===== config.mk =====
export PLATFORM = sky130hd
export DESIGN_NAME = display_scan_ctrl
export DESIGN_NICKNAME = d
export VERILOG_FILES = /design/src/rtl/display_scan_ctrl.sv
export SDC_FILE = /design/constraint.sdc
export NUM_CORES = 1
export LEC_CHECK = 0
export BUFFER_PORTS_ARGS = -buffer_cell sky130_fd_sc_hd__buf_4
export CAP_MARGIN = 25
export CORE_UTILIZATION = 60
export CTS_CLUSTER_SIZE = 20
export DETAILED_ROUTE_END_ITERATION = 16
export PLACE_DENSITY = 0.8
export SETUP_SLACK_MARGIN = 0.15
export SYNTH_ARGS = -nofsm -noshare
export SYNTH_HDL_FRONTEND = slang
export SYNTH_SLANG_ARGS = --single-unit

===== constraint.sdc =====
create_clock -name clk -period 6.05 [get_ports clk]
set_clock_uncertainty 0.05 [all_clocks]
set_input_delay 0.605 -clock clk [delete_from_list [all_inputs] [get_ports clk]]
set_output_delay 0.605 -clock clk [all_outputs]
set_load 0.01 [all_outputs]

===== src/rtl/display_scan_ctrl.sv =====
// Four-digit seven-segment scan controller with a frame-synchronous display buffer.
// Define DISPLAY_SCAN_LZ_BLANK_EN to suppress leading zero digits (digit 0 always shown).
module display_scan_ctrl #(
    parameter int unsigned PRESCALE = 50000,
    parameter int unsigned DEAD     = 4
) (
    input  logic        clk,
    input  logic        reset_n,
    input  logic        enable,
    input  logic [15:0] value,
    input  logic        value_valid,
    output logic [15:0] frame_value,
    output logic [1:0]  dig_sel,
    output logic [3:0]  anode_n,
    output logic        frame_start
);

    localparam int unsigned PW = (PRESCALE > 2) ? $clog2(PRESCALE) : 1;
    localparam logic [PW-1:0] PMAX  = PW'(PRESCALE - 1);
    localparam logic [PW-1:0] PDEAD = PW'(DEAD);

    logic [PW-1:0] pcnt_q, pcnt_d;
    logic [1:0]    dig_q, dig_d;
    logic [3:0]    anode_q, anode_d;
    logic [15:0]   frame_q, frame_d;
    logic [15:0]   pend_val_q, pend_val_d;
    logic          pend_q, pend_d;
    logic          fstart_q, fstart_d;
    logic          tick;
    logic          boundary;
    logic [3:0]    lit;

    assign tick     = enable && (pcnt_q == PMAX);
    assign boundary = tick && (dig_q == 2'd3);

    always_comb begin
        pcnt_d     = '0;
        dig_d      = dig_q;
        frame_d    = frame_q;
        pend_val_d = pend_val_q;
        pend_d     = pend_q;
        fstart_d   = boundary;

        if (enable && !tick) begin
            pcnt_d = pcnt_q + PW'(1);
        end
        if (tick) begin
            dig_d = dig_q + 2'd1;
        end

        // A strobe on the boundary bypasses the buffer and wins over stale data
        if (boundary) begin
            pend_d = 1'b0;
            if (value_valid) begin
                frame_d = value;
            end else if (pend_q) begin
                frame_d = pend_val_q;
            end
        end else if (value_valid) begin
            pend_val_d = value;
            pend_d     = 1'b1;
        end
    end

`ifdef DISPLAY_SCAN_LZ_BLANK_EN
    always_comb begin
        lit    = 4'b0001;
        lit[1] = |frame_d[15:4];
        lit[2] = |frame_d[15:8];
        lit[3] = |frame_d[15:12];
    end
`else
    assign lit = 4'b1111;
`endif

    // Anodes derive from next-state values so they stay aligned with dig_sel
    always_comb begin
        anode_d = 4'b1111;
        if (enable && (pcnt_d >= PDEAD)) begin
            anode_d = ~(4'b0001 << dig_d) | ~lit;
        end
    end

    always_ff @(posedge clk or negedge reset_n) begin
        if (!reset_n) begin
            pcnt_q     <= '0;
            dig_q      <= 2'd0;
            anode_q    <= 4'b1111;
            frame_q    <= 16'h0000;
            pend_val_q <= 16'h0000;
            pend_q     <= 1'b0;
            fstart_q   <= 1'b0;
        end else begin
            pcnt_q     <= pcnt_d;
            dig_q      <= dig_d;
            anode_q    <= anode_d;
            frame_q    <= frame_d;
            pend_val_q <= pend_val_d;
            pend_q     <= pend_d;
            fstart_q   <= fstart_d;
        end
    end

    assign frame_value = frame_q;
    assign dig_sel     = dig_q;
    assign anode_n     = anode_q;
    assign frame_start = fstart_q;

endmodule


; Word-level counts from Yosys, hierarchy flattened
; Cells that the tools add are included.
[op_classes]
bitwise = 2
eq_ne = 2
muxes = 7
n_reduce_logical = 9
magnitude_cmp = 1
n_shift = 1
addsub = 2
[ops]
columns = operator, count
row1 = 16-bit 2-to-1 mux, 3
row2 = "16-bit by 1-bit adder with 16-bit output, second input constant", 1
row3 = "16-bit equality test, second input constant", 1
row4 = "16-bit by 3-bit greater-or-equal comparator with 1-bit output, second input constant", 1
row5 = 1-bit logical AND, 4
row6 = 4-bit 2-to-1 mux, 1
row7 = 4-bit inverter, 1
row8 = 2-bit AND reduction, 2
row9 = 2-bit nonzero test, 2
row10 = "1-bit by 2-bit << shifter with 4-bit output, first input constant", 1
row11 = "2-bit by 1-bit adder with 2-bit output, second input constant", 1
row12 = "2-bit equality test, second input constant", 1
row13 = 1-bit 2-to-1 mux, 2
row14 = 2-bit 2-to-1 mux, 1
row15 = 1-bit logical NOT, 1
row16 = 1-bit inverter, 1
[word_totals]
out_inout_bits = 23
ff_bits = 56
inputBits = 20
wordCells = 31

; Longest topological paths before layout
[depth]
ltp_word = 8
mapped_depth = 9
ltp_nobuf = 7

; Worst setup path after synthesis
; OpenSTA, ideal clock, no wires.
[synth_path]
kind = reg-to-reg
from = register pcnt_q[0]
to = register frame_q[10], in the netlist frame_value[10]
required_ps = 5875
period_less_slack_ps = 2372
path_slack_ps = 3678
path_buffers = 1
arrival_ps = 2197
stages_incl_launch_ff = 9
setup_ps = 125
cell_sequence = dfrtp_1 ha_1 nand3_1 nor4b_1 and4_1 nand2_2 nor2_2 buf_4 mux2_2
[synth_via]
elab_chain_cells = 4
[synth_lines]
columns = element, line
row1 = "start, declared", 22  ; logic [PW-1:0] pcnt_q, pcnt_d;
row2 = "start signal, assigned", 94  ; pcnt_q <= pcnt_d;
row3 = 16-bit equality test, 33  ; assign tick = enable && (pcnt_q == PMAX);
row4 = 1-bit logical AND, 33
row5 = 1-bit logical AND, 34  ; assign boundary = tick && (dig_q == 2'd3);
row6 = 2-bit AND reduction (no line), --
row7 = "end signal, assigned", 97  ; frame_q <= frame_d;
row8 = "end, declared", 25  ; logic [15:0] frame_q, frame_d;
; Every way passes these cells.
; A chain may end at the register's enable or synchronous reset.

; Worst setup path in the final report
[layout_path]
from = register pcnt_q[0]
to = register frame_q[7], in the netlist frame_value[7]
; The elaborated chain is that of the path after synthesis.

==> results.sh <==
export IMPL_run_status="completed"
export IMPL_clock_sinks=56
export IMPL_layout_drive_gt1_share=0.431
export IMPL_cp_arrival_ps=3010
export IMPL_portBuffers=42
export IMPL_yosysTopAreaCell="dfrtp_1"
export IMPL_coreArea_um2=4350
export IMPL_cts_tree="done"
export IMPL_r2r_worst_path_cells=7
export IMPL_ctsResizeCount=0
export IMPL_r2r_slack_ps=3190
export IMPL_start_kind="flip-flop"
export IMPL_synth_edf_count=0
export IMPL_leakage_nw=1.45
export IMPL_io_pins=43
export IMPL_yosys_register_bits=56
export IMPL_clk_latency_ps=310
export IMPL_die_area_um2=4810
export IMPL_cts_setup_buffers=0
export IMPL_fp_dieW_um=69.4
export IMPL_fin_nets=274
export IMPL_wl_per_cell_um=15.7
export IMPL_max_cap_violations=0
export IMPL_ys_types=44
export IMPL_whs_ps=279
export IMPL_first_global_vias=1769
export IMPL_vias=1766
export IMPL_synth_area_leaders="dfrtp_1 48%, mux2_2 19%, dfstp_2 3.9%"
export IMPL_cp_max_fo=16
export IMPL_finalSetupViolCount=0
export IMPL_grt_start_max_net_pins=57
export IMPL_crit_type="flip-flop to flip-flop"
export IMPL_via_per_inst=5.79
export IMPL_netlist_area_um2=2720
export IMPL_r2r_start="pcnt_q[0]"
export IMPL_synth_fp_nets=237
export IMPL_die_y_um=69.4
export IMPL_globalplace_congestion=0.875
export IMPL_ys_warn_count=0
export IMPL_hpwl_mm=3.28
export IMPL_hold_buffers=0
export IMPL_rows=24
export IMPL_first_iter_violations=109
export IMPL_async_reset_ff_frac=1.00
export IMPL_rsz0062_at_grt="false"
export IMPL_period_needed_ps=2860
export IMPL_tns_ps=0
export IMPL_max_freq_ghz=0.349
export IMPL_synth_ff_type="dfrtp_1"
export IMPL_holdCritPathClass="input pin to asynchronous set/reset pin"
export IMPL_clkTransAtPathRegs_ps=90
export IMPL_required_ps=6200
export IMPL_finalHoldViolations=0
export IMPL_routed_wl_mm=4.78
export IMPL_antenna_found_initial=0
export IMPL_area_growth_pct=13.9
export IMPL_cts_buffers=5
export IMPL_tightest_slew_ps=802
export IMPL_netlist_area_leader_share=0.478
export IMPL_diodes=0
export IMPL_first_pass_iters=4
export IMPL_drv_slew=0
export IMPL_grt_use_total=0.216
export IMPL_powerDensity_nw_per_um2=222
export IMPL_grt_first_pass_wirelength_mm=8.22
export IMPL_syn_area_per_cell_um2=12.7
export IMPL_reg2reg_to="frame_value[7]"
export IMPL_fin_crit_sh=0.473
export IMPL_grt_overflow_total=0
export IMPL_root_buffer="clkbuf_8"
export IMPL_start_util=0.626
export IMPL_ys_top_cells_by_count="52 x dfrtp_1, 46 x mux2_2, 21 x nor2_1"
export IMPL_slew_headroom=0.465
export IMPL_clock_path_buffers=2
export IMPL_drc_errors=0
export IMPL_synth_yosys_seq_area_share=0.516
export IMPL_syn_inst=215
export IMPL_endpoint_kind="flip-flop"
export IMPL_yosysMostFrequentCell="dfrtp_1"
export IMPL_ir_drop_v=0.000141
export IMPL_ctsHtreeMaxLevel=2
export IMPL_ant_nets=0
[state kept, by name (all words and copies together), names as in the netlist]
register,count
pend_q,1
dig_sel,2
anode_n,4
pcnt_q,16
pend_val_q,16
frame_value,16
frame_start,1
[stage by stage]
step	total power, mW	setup WS [ps]	std cells	instance area (µm²)	util
global route	0.714	2920	305	3100	0.713
floorplan	0.436	3680	215	2720	-
detailed placement	0.459	3230	297	3000	0.688
finish	0.688	3190	305	3100	0.713
CTS	0.695	3160	305	3100	0.713
global placement	0.457	3310	297	3000	0.688
[placed cells by master (no fill, tap or decap), types with 3 or more instances in the layout]
cell type	netlist	routed
nand4_1	4	4
clkbuf_8	0	5
nand4b_1	4	4
inv_1	3	3
dfstp_2	4	4
and4_1	4	4
nor2_1	21	21
mux2_2	46	46
dfrtp_1	52	52
nand2_1	7	7
xor2_1	11	11
xnor2_1	5	5
nand3_1	6	6
buf_4	1	42
[critical path, cell delays in order (launching register included)]
cell	delay, ps
dfrtp_1	410
ha_1	300
nand3_1	180
nor4b_1	340
and4_1	330
nand2_2	90
nor2_2	640
mux2_2	410
[routing by layer]
metal | vias up | global-route usage | part of all wire
li1 | 845 | - | -
met1 | 871 | 0.281 | 0.46
met2 | 40 | 0.352 | 0.49
met3 | 10 | 0.0392 | 0.035
met4 | 0 | 0.104 | 0.021
met5 | - | 0 | 0
[kinds of logic after synthesis]
kind of cell	count (synthesis)	synth area share
compound gates	11	0.0335
flops	56	0.516
buf+inv	15	0.0441
fa+ha+maj	2	0.00919
mux	49	0.205
xor+xnor	16	0.0514
simple gates	66	0.141
[how the worst max path moves through the flow]
stage,from,end,cells past startpoint
5_1_grt,pcnt_q[0],frame_value[11],7
2_1_floorplan,pcnt_q[0],frame_value[10],8
3_3_place_gp,pcnt_q[0],frame_value[9],7
6_report,pcnt_q[0],frame_value[7],7
4_1_cts,pcnt_q[0],frame_value[4],7
3_5_place_dp,pcnt_q[0],frame_value[4],7
[area by class of cell]
cell class                 instances  area, µm²
tap                               52       65.1
sequential                        56       1410
inverter                           3       11.3
multi-input combinational        144       1200
clock inverter                     2       35.0
fill                             305       1250
timing repair buffer              42        315
clock buffer                       6       72.6
[where the power goes]
| part | leakage, nW | switching [mW] | internal, mW |
|---|---|---|---|
| sequential | 0.725 | 0.00741 | 0.387 |
| combinational | 0.674 | 0.0247 | 0.0316 |
| clock | 0.0552 | 0.114 | 0.123 |
No activity file was read; power rests on OpenSTA's default activity.
